===== src/rtl/versat_rr_arbiter.sv =====
// -----------------------------------------------------------------------------
// versat_rr_arbiter
//
// Round-robin arbiter that shares one Versat datapath resource (memory port,
// FU configuration bus, ...) among N_REQ requesters.
//
// A requester that wins keeps the resource for as long as it holds its request
// high. When it drops the request, ownership moves to the next pending
// requester after it in circular order. If one is pending and en is high, the
// handoff completes on the same edge with no idle cycle in between.
//
// All outputs are registered, so gnt, gnt_idx and gnt_valid change on the same
// edge. Reset is asynchronous, so the outputs clear as soon as rst_n falls.
//
// Optional feature (compile-time macro ARB_HOLD_TIMEOUT_EN):
//   When defined, an owner that holds the grant for TIMEOUT cycles while
//   another requester is waiting is forced to hand over. The timeout output
//   pulses for one cycle alongside the new grant. When undefined, owners may
//   hold indefinitely and timeout is tied low.
//
// Parameters:
//   N_REQ    number of requesters (2..16)
//   IDX_W    width of gnt_idx, must equal $clog2(N_REQ)
//   TIMEOUT  hold limit in cycles under ARB_HOLD_TIMEOUT_EN (>= 2)
//
// Ports:
//   clk        in   system clock, rising edge
//   rst_n      in   asynchronous active-low reset
//   en         in   arbitration enable; low blocks new grants only
//   req        in   [N_REQ]  level request, bit i = requester i
//   gnt        out  [N_REQ]  registered one-hot grant, zero when idle
//   gnt_idx    out  [IDX_W]  binary index of the granted requester, 0 when idle
//   gnt_valid  out  high while any gnt bit is set
//   timeout    out  one-cycle pulse on a forced rotation
// -----------------------------------------------------------------------------
module versat_rr_arbiter #(
  parameter int N_REQ   = 4,
  parameter int IDX_W   = 2,
  parameter int TIMEOUT = 16
) (
  input  logic             clk,
  input  logic             rst_n,
  input  logic             en,
  input  logic [N_REQ-1:0] req,
  output logic [N_REQ-1:0] gnt,
  output logic [IDX_W-1:0] gnt_idx,
  output logic             gnt_valid,
  output logic             timeout
);

  // ---------------------------------------------------------------------------
  // Elaboration-time parameter checks
  // ---------------------------------------------------------------------------
  if (N_REQ < 2 || N_REQ > 16) begin : g_bad_n_req
    $error("versat_rr_arbiter: N_REQ must be in 2..16");
  end
  if (IDX_W != $clog2(N_REQ)) begin : g_bad_idx_w
    $error("versat_rr_arbiter: IDX_W must equal clog2(N_REQ)");
  end
  if (TIMEOUT < 2) begin : g_bad_timeout
    $error("versat_rr_arbiter: TIMEOUT must be >= 2");
  end

  // ---------------------------------------------------------------------------
  // State encoding and constants
  // ---------------------------------------------------------------------------
  localparam logic ST_IDLE  = 1'b0;  // no owner
  localparam logic ST_GRANT = 1'b1;  // exactly one owner

  // Resetting last_owner to the top requester makes the first search after
  // reset begin at requester 0.
  localparam logic [IDX_W-1:0] LAST_RST = IDX_W'(N_REQ - 1);

  // ---------------------------------------------------------------------------
  // Registers
  // ---------------------------------------------------------------------------
  logic             state_q,     state_d;
  logic [N_REQ-1:0] gnt_q,       gnt_d;
  logic [IDX_W-1:0] gnt_idx_q,   gnt_idx_d;
  logic             gnt_valid_q, gnt_valid_d;
  logic [IDX_W-1:0] last_q,      last_d;

  // ---------------------------------------------------------------------------
  // Internal signals
  // ---------------------------------------------------------------------------
  logic [N_REQ-1:0] search_req;   // candidates for this edge's search
  logic [IDX_W-1:0] search_base;  // search starts just after this index
  logic [IDX_W:0]   cand;         // one spare bit so base+k cannot overflow
  logic             win_found;
  logic [IDX_W-1:0] win_idx;
  logic             owner_req;    // current owner still requesting
  logic             force_rot;    // hold limit reached with others waiting
  logic             grant_new;    // a fresh grant is loaded this edge

  // gnt_q is one-hot on the owner, so masking with it drops the owner from
  // the search. That covers both a normal release and a forced rotation.
  // When idle, gnt_q is zero and every request is a candidate.
  assign search_req  = req & ~gnt_q;
  assign search_base = (state_q == ST_GRANT) ? gnt_idx_q : last_q;
  assign owner_req   = |(req & gnt_q);

  // Circular priority search: examine base+1, base+2, ..., base+N_REQ
  // (mod N_REQ) and take the first set request. Offsets stay below
  // 2*N_REQ, so a single conditional subtract is enough to wrap.
  always_comb begin
    // NOTE: every variable written here gets a default first. Without it,
    // some path through the block would leave a value unassigned and a
    // latch would be inferred.
    cand      = '0;
    win_found = 1'b0;
    win_idx   = '0;
    for (int k = 1; k <= N_REQ; k++) begin
      cand = {1'b0, search_base} + (IDX_W+1)'(k);
      if (cand >= (IDX_W+1)'(N_REQ)) begin
        cand = cand - (IDX_W+1)'(N_REQ);
      end
      if (!win_found && search_req[cand[IDX_W-1:0]]) begin
        win_found = 1'b1;
        win_idx   = cand[IDX_W-1:0];
      end
    end
  end

  // ---------------------------------------------------------------------------
  // Next-state logic
  // ---------------------------------------------------------------------------
  always_comb begin
    state_d     = state_q;
    gnt_d       = gnt_q;
    gnt_idx_d   = gnt_idx_q;
    gnt_valid_d = gnt_valid_q;
    last_d      = last_q;
    grant_new   = 1'b0;

    case (state_q)
      ST_IDLE: begin
        // win_found already implies req != 0.
        if (en && win_found) begin
          grant_new = 1'b1;
        end
      end

      ST_GRANT: begin
        // en is deliberately ignored while the owner keeps its request.
        // en only gates the choice of a successor.
        if (!owner_req || force_rot) begin
          last_d = gnt_idx_q;
          if (en && win_found) begin
            grant_new = 1'b1;  // back-to-back handoff
          end else begin
            state_d     = ST_IDLE;
            gnt_d       = '0;
            gnt_idx_d   = '0;
            gnt_valid_d = 1'b0;
          end
        end
      end

      default: begin
        state_d = ST_IDLE;
      end
    endcase

    if (grant_new) begin
      state_d          = ST_GRANT;
      gnt_d            = '0;
      gnt_d[win_idx]   = 1'b1;
      gnt_idx_d        = win_idx;
      gnt_valid_d      = 1'b1;
    end
  end

  // ---------------------------------------------------------------------------
  // State registers
  // ---------------------------------------------------------------------------
  always_ff @(posedge clk or negedge rst_n) begin
    if (!rst_n) begin
      state_q     <= ST_IDLE;
      gnt_q       <= '0;
      gnt_idx_q   <= '0;
      gnt_valid_q <= 1'b0;
      last_q      <= LAST_RST;
    end else begin
      // NOTE: sequential state uses non-blocking assignments, so every
      // register samples the pre-edge values of the others. Blocking
      // assignments here would make the result depend on statement order.
      state_q     <= state_d;
      gnt_q       <= gnt_d;
      gnt_idx_q   <= gnt_idx_d;
      gnt_valid_q <= gnt_valid_d;
      last_q      <= last_d;
    end
  end

  // ---------------------------------------------------------------------------
  // Optional hold timeout
  // ---------------------------------------------------------------------------
`ifdef ARB_HOLD_TIMEOUT_EN
  localparam int               CNT_W   = $clog2(TIMEOUT);
  localparam logic [CNT_W-1:0] CNT_MAX = CNT_W'(TIMEOUT - 1);

  logic [CNT_W-1:0] hold_cnt_q, hold_cnt_d;
  logic             timeout_q;
  logic             hold_grant;

  // The counter reads k during the k-th cycle of a grant, counting from 0.
  // Reaching CNT_MAX therefore means the owner has already had TIMEOUT
  // cycles. win_found here means another requester is waiting, because the
  // owner is masked out of the search.
  assign force_rot  = (state_q == ST_GRANT) && owner_req && win_found &&
                      (hold_cnt_q == CNT_MAX);
  assign hold_grant = (state_q == ST_GRANT) && owner_req && !force_rot;

  // The counter saturates while nobody else is waiting. A requester that
  // arrives later then triggers the rotation on the very next edge.
  always_comb begin
    hold_cnt_d = hold_cnt_q;
    if (grant_new) begin
      hold_cnt_d = '0;
    end else if (hold_grant && (hold_cnt_q != CNT_MAX)) begin
      hold_cnt_d = hold_cnt_q + 1'b1;
    end
  end

  always_ff @(posedge clk or negedge rst_n) begin
    if (!rst_n) begin
      hold_cnt_q <= '0;
      timeout_q  <= 1'b0;
    end else begin
      hold_cnt_q <= hold_cnt_d;
      timeout_q  <= force_rot;
    end
  end

  assign timeout = timeout_q;
`else
  assign force_rot = 1'b0;
  assign timeout   = 1'b0;
`endif

  // ---------------------------------------------------------------------------
  // Outputs
  // ---------------------------------------------------------------------------
  assign gnt       = gnt_q;
  assign gnt_idx   = gnt_idx_q;
  assign gnt_valid = gnt_valid_q;

endmodule


===== config.mk =====
export PLATFORM = sky130hd
export DESIGN_NAME = versat_rr_arbiter
export DESIGN_NICKNAME = d
export VERILOG_FILES = /design/src/rtl/versat_rr_arbiter.sv
export SDC_FILE = /design/constraint.sdc
export NUM_CORES = 1
export LEC_CHECK = 0
export CAP_MARGIN = 20
export CORE_AREA = 2 2 39 41
export DETAILED_ROUTE_END_ITERATION = 6
export DIE_AREA = 0 0 41 43
export PLACE_DENSITY = 0.74
export SLEW_MARGIN = 15
export SYNTH_ARGS = -nofsm -noshare
export SYNTH_HDL_FRONTEND = slang
export SYNTH_SLANG_ARGS = --single-unit

===== constraint.sdc =====
create_clock -name clk -period 3.7 [get_ports clk]
set_clock_uncertainty 0.05 [all_clocks]
set_input_delay 0.925 -clock clk [delete_from_list [all_inputs] [get_ports clk]]
set_output_delay 0.925 -clock clk [all_outputs]
set_load 0.01 [all_outputs]

### Yosys cells after proc, flatten, opt, wreduce, memory -nomap -nowiden

Index checks and enable logic that the tools add are counted.

* register bits after elaboration: 10
* input bits: 7
* output and inout bits: 8
* word-level logic and storage cells: 83

* add/sub/neg operators: 8
* order comparisons: 10
* eq/ne operators: 2
* muxes and demuxes: 41
* bitwise operators: 5
* reductions and logical operators: 12

Operator list (number)
* two-way mux 2 bit: 13
* two-way mux 1 bit: 18
* two-way mux 4 bit: 4
* less-than comparator 2 x 3 -> 1 bit (second input constant): 5
* greater-or-equal comparator 3 bit (second input constant): 4
* bitwise AND 4 bit: 2
* binary-select mux 1 bit (select 2 bit): 4
* subtractor 2 x 1 -> 2 bit (second input constant): 4
* adder 2 x 2 -> 3 bit (second input constant): 2
* logical AND 1 bit: 5
* NOT 4 bit: 1
* OR reduction 4 bit: 1
* adder 2 x 1 -> 3 bit (second input constant): 1
* adder 2 x 3 -> 3 bit (second input constant): 1
* zero test 1 bit: 3
* AND reduction 3 bit: 1
* demux 1 bit (select 2 bit): 1
* greater-or-equal comparator 2 x 1 -> 1 bit (second input constant): 1
* != test 2 x 1 -> 1 bit (second input constant): 1
* != test 2 bit (second input constant): 1
* NOT 1 bit: 2
* one-hot mux 1 bit (2 select lines): 1
* AND reduction 2 bit: 1
* nonzero test 2 bit: 1

### Depth between registers and ports, before layout

Gate-level depths: netlist (run 1).

* depth after elaboration: 22
* gate-level depth with buffers: 5
* depth with buffers taken out: 5

### Worst setup path before layout (run 1)

No wires, ideal clock.

* path type: in2reg
* start: input port req[3]
* end: register gnt_q[1], in the netlist gnt[1]
* setup time: 0.143 ns
* data arrival time: 1.907 ns
* data required time: 3.507 ns
* slack: 1.599 ns
* cell stages on the path: 5
* buffers on the path: 0
* cells stage by stage: nor2b_2 o41ai_2 nand2b_2 o21bai_2 o22ai_1

* longest elaborated chain between the ends: 19
* elaborated cells on any way between the ends: 39
* those cells by class: 2 x order compare; 2 x eq/ne; 22 x mux; 2 x bitwise; 11 x reduce/logical

Ends and longest elaborated chain
* start, declared: line 44 `input logic [N_REQ-1:0] req,`
* bitwise AND 4 bit: line 98 `assign search_req = req & ~gnt_q;`
* binary-select mux 1 bit (select 2 bit): line 117 `if (!win_found && search_req[cand[IDX_W-1:0]]) begin`
* two-way mux 1 bit (not written as such): line 117
* two-way mux 1 bit: line 117
* zero test 1 bit: line 117
* logical AND 1 bit: line 117
* two-way mux 1 bit: line 117
* zero test 1 bit: line 117
* [... 3 more ...]
* logical AND 1 bit: line 117
* two-way mux 1 bit: line 117
* logical AND 1 bit: line 138, 148
* two-way mux 1 bit: line 138, 148
* two-way mux 1 bit: line 146 `if (!owner_req || force_rot) begin`
* one-hot mux 1 bit (2 select lines): line 135 `case (state_q)`
* != test 2 bit (no line) (tied with other cells)
* AND reduction 3 bit (no line)
* end signal, assigned: line 188 `gnt_q <= gnt_d;`
* end, declared: line 78 `logic [N_REQ-1:0] gnt_q, gnt_d;`

Several ways; a longest one is shown, not always the timed one. The select of a mux whose other input is x is not followed.
A chain may end at the register's enable or synchronous reset.

### Worst setup path in the final report (run 1)

Same ends and word-level chain as after synthesis.

==> impl_results.rst, run 1 <==
.. list-table::
   :header-rows: 1

   * - Metric
     - Value
   * - Global placer's final weighted congestion
     - approximately 0.74
   * - Top area cells in the synthesized netlist
     - dfrtp_1, dfstp_2, nand2_1
   * - Top cell type by total area after synthesis
     - dfrtp_1
   * - Least setup slack across all paths after layout
     - 1290 ps
   * - Die Outline Area
     - 1760 sq um
   * - Post-Synthesis Cell Area
     - 594 sq um
   * - Global-route wire length before repair
     - 1900 microns
   * - Number of max-cap violations
     - 0
   * - Clk sinks
     - 10
   * - Die Width
     - about 40 microns
   * - Count of hold buffers inserted by post-cts repair
     - 0
   * - Setup CP Type
     - in2reg
   * - Half-perimeter wire length after detailed placement
     - 964 microns
   * - Area added between synthesis and finish
     - 30.1%
   * - Via count
     - a little under 500
   * - Crit path largest cell delay
     - 440 ps
   * - Result of the run
     - completed
   * - Starting Density
     - 42.9%
   * - Power dissipated by switching net loads
     - 0.000238 W
   * - PortBufs
     - 13
   * - Clock power frac
     - 15.8%
   * - Place WS
     - about 1000 ps
   * - CP delay by family, top
     - compound AO/OA/AOI/OAI gates
   * - CTS clk-pin slew, worst paths
     - 70 ps
   * - Int Pwr
     - 0.000372 W
   * - Drt via density
     - 5.41
   * - TritonCTS clock tree
     - done
   * - Slowest-stage cell, CP
     - clkdlybuf4s50_1
   * - Minimum clock period
     - 2410 ps
   * - Worst Path Required
     - around 3800 ps
   * - Count of distinct cell types in the synthesized netlist
     - 26
   * - Worst path arrival time
     - 2480 ps
   * - Number of endpoints with negative hold slack in the final report
     - 0
   * - Timing-limited maximum frequency
     - 414 MHz
   * - Number of buffer and inverter stages on the critical path
     - 1
   * - Maximum fanout along the worst path
     - 7
   * - Placement row count
     - 14
   * - Sw Share
     - 39.0%
   * - Number of top-level pins
     - 15
   * - Areal power density over the cells
     - 789 nW/um^2
   * - Clock tree root driver cell
     - clkbuf_4
   * - Number of instances in the synthesized netlist
     - 59
   * - Final sum of negative setup slack
     - 0 ps
   * - Total wire length after detailed routing
     - 1220 microns
   * - Via count of the first global-routing pass
     - about 450
   * - Kind of path behind the tightest hold check
     - reg2reg
   * - Post-CTS setup buffers
     - 0
   * - Startpoint kind of the worst setup timing path
     - input pin
   * - Worst slack on hold paths
     - roughly 440 ps
   * - Static power due to leakage
     - 0.326 nW
   * - TritonCTS buffer count
     - 3
   * - Drt drc
     - 0
   * - Router iterations before antenna repair
     - 4
   * - Fill cell instance count of the final layout
     - 124
   * - Number of synthesized register bits
     - 10
   * - Count of synthesis-stage warnings from yosys
     - 0
   * - Endpoint type of the worst setup path
     - register
   * - Placeable core area
     - 1380 sq um
   * - Filler-free cell count of the finished design
     - 91
   * - Clock H-tree levels
     - 1
   * - Final slew viol count
     - 0
   * - Portion of synthesized cell area occupied by the leading cell type
     - 33.7%
   * - Number of placed instances, taps included
     - 87
   * - Initial antenna violation count
     - 0
   * - Final critical-path share of the clock period
     - 65.3%
   * - CTS-repair resized insts
     - 0
   * - Count of nets after finishing
     - 83
   * - Remaining antenna violation count after routing
     - 0
   * - Total Routing Usage GR
     - 16.4%
   * - Peak supply drop
     - 324 uV
   * - Skew-Pair Late Insertion Delay
     - ~260 ps
   * - Average cell area after synthesis
     - 10.1 sq um
   * - Synthesized net count
     - 66
   * - Comb power frac
     - 50.8%
   * - Setup violation total in the final timing report
     - 0
   * - Height of the die
     - approximately 43 microns
   * - Initial DRC count
     - 7
   * - Worst-case clock buffer depth
     - 2
   * - RSZ-0062 raised after global routing
     - false
   * - Pin count of the biggest net entering global routing
     - 11
   * - Sequential fraction of design power
     - 33.5%
   * - Share of cells above drive strength 1
     - around 20%
   * - Sequential element share of the synthesized area
     - 42.5%
   * - Routed wire length per instance
     - 13.4 microns
   * - Cell-by-cell listing of the critical path
     - clkdlybuf4s50_1, nor2b_2, o41ai_2, nand2b_2, o21bai_2, o22ai_1
   * - Congestion Overflow GR
     - 0
   * - Number of diodes
     - 0
[through the flow]
step           util [%]  power [W]  instance area, sq um
2_1_floorplan         -   0.000403                   594
3_3_place_gp       53.3   0.000512                   737
4_1_cts            55.9   0.000618                   773
3_5_place_dp       53.3   0.000517                   737
5_1_grt            55.9   0.000660                   773
6_report           55.9   0.000610                   773
[cell type report]
type | instances | area [sq um] | share of cell area [%]
inverters | 5 | 18.8 | 2.43
multi-input cells | 43 | 315 | 40.8
flip-flops and latches | 10 | 253 | 32.7
clock buffers | 4 | 36.3 | 4.69
well taps | 16 | 20.0 | 2.59
repair buffers | 13 | 130 | 16.8
[power groups by stage]
stage / logic, W / clock network [W] / registers [W]
after floorplan: 0.000192 / 0 / 0.000211
after global placement: 0.000308 / 0 / 0.000204
after detailed placement: 0.000311 / 0 / 0.000207
after CTS: 0.000312 / 0.000101 / 0.000204
after global routing: 0.000342 / 0.000105 / 0.000213
final: 0.000310 / 0.0000963 / 0.000204
[synthesized netlist by cell type, drive strengths merged]
master	n
a31o	2
nor2	1
nor4b	1
o41ai	1
o221ai	2
o21bai	1
and2b	1
nand2	9
o21ai	5
inv	5
nor4	1
mux2i	1
conb	1
dfrtp	8
a22o	2
nand2b	4
buf	1
o22ai	3
nor2b	3
o211ai	2
mux2	2
dfstp	2
a21oi	1
[layer usage]
layer,track usage [%],wire (microns)
met4,8.00,0
met1,22.4,562
met5,0,0
met3,4.71,40
met2,23.1,617
[sequential cells by signal, indices dropped and copies added, names as in the netlist]
| name | flops |
|---|---|
| last_q | 2 |
| state_q | 1 |
| gnt | 4 |
| gnt_idx | 2 |
| gnt_valid | 1 |
[kinds of logic after synthesis]
| logic type | count (synthesis) | synth area share [%] |
|---|---|---|
| buf+inv | 6 | 4.42 |
| other cells | 1 | 0.631 |
| mux | 3 | 6.74 |
| simple gates | 20 | 19.4 |
| compound gates | 19 | 26.3 |
| flops | 10 | 42.5 |
[worst paths after layout]
path,from,end,slack (ps),depth (start not counted)
setup / recovery,req[3],gnt[1]$_DFFE_PN0P_,1290,6
hold / removal,last_q[1]$_DFFE_PN1P_,last_q[1]$_DFFE_PN1P_,440,2
setup reg to reg,gnt[1]$_DFFE_PN0P_,gnt[1]$_DFFE_PN0P_,2000,5
hold reg to reg,last_q[1]$_DFFE_PN1P_,last_q[1]$_DFFE_PN1P_,440,2
max in group asynchronous,rst_n,last_q[1]$_DFFE_PN1P_,2340,1
min in group asynchronous,rst_n,gnt_idx[1]$_DFFE_PN0P_,920,1
[placed cells by master, fill, tap and decap left out]
cell	synthesis	layout
clkdlybuf4s50_1	0	13
conb_1	1	1
o21bai_2	1	1
inv_1	5	5
o21ai_0	4	4
clkbuf_4	0	3
o211ai_1	2	2
mux2_4	2	2
dfstp_2	2	2
nor4_2	1	1
clkbuf_8	0	1
a21oi_1	1	1
a22o_1	2	2
nor4b_1	1	1
o41ai_2	1	1
nand2b_1	3	3
nor2b_2	1	1
o22ai_1	3	3
mux2i_1	1	1
o221ai_2	2	2
nand2b_2	1	1
nand2_1	9	9
nor2b_1	2	2
dfrtp_1	8	8
o21ai_1	1	1
and2b_1	1	1
nor2_1	1	1
a31o_1	2	2
[worst min-delay path: stages (launching register included)]
cell and delay (ps):
dfstp_2 370, nand2_1 40, o21ai_0 70
(Power assumes the default switching activity.)
==> run 2: changes to the inputs <==
--- a/config.mk
+++ b/config.mk
@@ -6,10 +6,9 @@
 export NUM_CORES = 1
 export LEC_CHECK = 0
 export CAP_MARGIN = 20
-export CORE_AREA = 2 2 39 41
+export CORE_UTILIZATION = 41
 export DETAILED_ROUTE_END_ITERATION = 6
-export DIE_AREA = 0 0 41 43
-export PLACE_DENSITY = 0.74
+export PLACE_DENSITY = 0.71
 export SLEW_MARGIN = 15
 export SYNTH_ARGS = -nofsm -noshare
 export SYNTH_HDL_FRONTEND = slang
==> constraint.sdc (replaced) <==
create_clock -name clk -period 2.19 [get_ports clk]
set_clock_uncertainty 0.05 [all_clocks]
set_input_delay 0.5475 -clock clk [delete_from_list [all_inputs] [get_ports clk]]
set_output_delay 0.5475 -clock clk [all_outputs]
set_load 0.01 [all_outputs]
==> run 2 against run 1 <==
Critical endpoint is now gnt[3]$_DFFE_PN0P_. Hold slack worse by 19 ps. Combinational power is 93% higher. Sequential power is 69% higher. Setup slack worse by 1100 ps. Via count grew 4.9%. Final cell count up 6.6%.
==> impl_results.rst, run 2 (synthesis results as in run 1) <==
.. list-table::
   :header-rows: 1

   * - Metric
     - Value
   * - Initial antenna violation count
     - 0
   * - Via count
     - 516
   * - Number of top-level pins
     - 15
   * - Global placer's final weighted congestion
     - 0.789
   * - CTS clk-pin slew, worst paths
     - around 60 ps
   * - Maximum fanout along the worst path
     - 5
   * - Endpoint type of the worst setup path
     - register
   * - Clk sinks
     - 10
   * - Max reg flops
     - 4
   * - Areal power density over the cells
     - 1310 nW/um^2
   * - Total wire length after detailed routing
     - 1290 microns
   * - Final sum of negative setup slack
     - 0 ps
   * - Worst path arrival time
     - 2090 ps
   * - Remaining antenna violation count after routing
     - 0
   * - Area added between synthesis and finish
     - 37.1%
   * - Post-CTS setup buffers
     - 0
   * - Most frequent cells in the layout
     - clkdlybuf4s50_1, nand2_1, dfrtp_1
   * - Drt via density
     - 5.32
   * - Minimum clock period
     - around 2000 ps
   * - Met3 WL post-DR
     - about 43 microns
   * - Clock H-tree levels
     - 1
   * - Static power due to leakage
     - between 0.3 and 0.4 nW
   * - RSZ-0062 raised after global routing
     - false
   * - Startpoint kind of the worst setup timing path
     - input pin
   * - Filler-free cell count of the finished design
     - just under 100
   * - Peak supply drop
     - 732 uV
   * - Number of placed instances, taps included
     - 93
   * - Initial DRC count
     - 5
   * - Number of endpoints with negative hold slack in the final report
     - 0
   * - Number of diodes
     - 0
   * - Met1 wire length
     - around 580 microns
   * - Met2 wire length
     - 638 microns
   * - Height of the die
     - ~40 microns
   * - Flip-flop and latch area
     - 253 sq um
   * - Pin count of the biggest net entering global routing
     - 11
   * - Count of nets after finishing
     - 90
   * - Top layer used by detailed routing
     - met4
   * - Most common cell after layout, fill and taps aside
     - clkdlybuf4s50_1
   * - Total Routing Usage GR
     - 19.6%
   * - Number of max-cap violations
     - 0
   * - Congestion Overflow GR
     - 0
   * - Routed wire length per instance
     - 13.2 microns
   * - Drt drc
     - 0
   * - Slowest-stage cell, CP
     - clkdlybuf4s50_1
   * - CTS-repair resized insts
     - 0
   * - Via count of the first global-routing pass
     - 465
   * - Setup CP Type
     - in2reg
   * - Crit path largest cell delay
     - 440 ps
   * - TritonCTS buffer count
     - 3
   * - Clock tree root driver cell
     - clkbuf_4
   * - Placeable core area
     - 1320 sq um
   * - Kind of path behind the tightest hold check
     - reg2reg
   * - Starting Density
     - 45.1%
   * - Timing-limited maximum frequency
     - 501 MHz
   * - Area used by multi-input combinational logic
     - 315 sq um
   * - Final critical-path share of the clock period
     - 91.1%
   * - Global-route wire length before repair
     - 1980 microns
   * - Worst Path Required
     - 2290 ps
   * - Placement row count
     - 13
   * - Final slew viol count
     - 0
   * - PortBufs
     - 13
   * - TritonCTS clock tree
     - done
   * - Fill cell instance count of the final layout
     - 120
   * - Die Width
     - 40.1 microns
   * - Cell-by-cell listing of the critical path
     - clkdlybuf4s50_1, nor2b_2, o41ai_2, nand2b_2, o21bai_2, o22ai_1
   * - Die Outline Area
     - around 1600 sq um
   * - Skew-Pair Late Insertion Delay
     - 260 ps
   * - Result of the run
     - completed
   * - Share of cells above drive strength 1
     - about a quarter
   * - Worst-case clock buffer depth
     - 2
   * - Half-perimeter wire length after detailed placement
     - 1020 microns
   * - Count of hold buffers inserted by post-cts repair
     - 0
   * - Setup violation total in the final timing report
     - 0
   * - Router iterations before antenna repair
     - 4
## run 2: layer usage
layer,GRT usage [%],up-vias
met5,0,-
met2,33.1,11
met4,10.3,0
li1,-,256
met1,23.5,247
met3,3.33,2
## run 2: worst max-delay path, delay by kind of cell
kind | cells | cell delay, ps
compound gates | 3 | 680
simple gates | 2 | 430
buf+inv | 1 | 440
## run 2: area by class of cell
type	instances	area share [%]
multi-input cells	43	38.7
flip-flops and latches	10	31.0
repair buffers	20	22.4
clock buffers	4	3.23
inverters	5	2.30
well taps	15	2.30
## run 2: through the flow
step                total power, W  instance area [sq um]  setup WS (ps)  hold WS, ps  util, %
floorplan                 0.000681                    594            467          202        -
global placement          0.000939                    788          -47.0          409     59.8
detailed placement        0.000945                    788           -103          411     59.8
CTS                        0.00108                    815            193          428     61.8
global route               0.00115                    815           50.3          463     61.8
finish                     0.00107                    815            194          422     61.8
## run 2: worst paths after layout
path,startpoint,to,slack (ps),cells after the start
min in group asynchronous,rst_n,gnt[1]$_DFFE_PN0P_,540,1
worst min-delay path,gnt_valid$_DFFE_PN0P_,gnt_valid$_DFFE_PN0P_,420,2
worst max-delay path,req[3],gnt[3]$_DFFE_PN0P_,190,6
worst max register to register,gnt[1]$_DFFE_PN0P_,gnt[3]$_DFFE_PN0P_,500,5
worst min register to register,gnt_valid$_DFFE_PN0P_,gnt_valid$_DFFE_PN0P_,420,2
max in group asynchronous,rst_n,last_q[1]$_DFFE_PN1P_,1210,1
## run 2: power by group
part           switching, W  internal [W]  total, W  leakage [nW]
Combinational      0.000280      0.000317  0.000597         0.216
Clock             0.0000578     0.0000702  0.000128        0.0150
Sequential        0.0000744      0.000270  0.000345         0.122
Total              0.000412      0.000658   0.00107         0.353
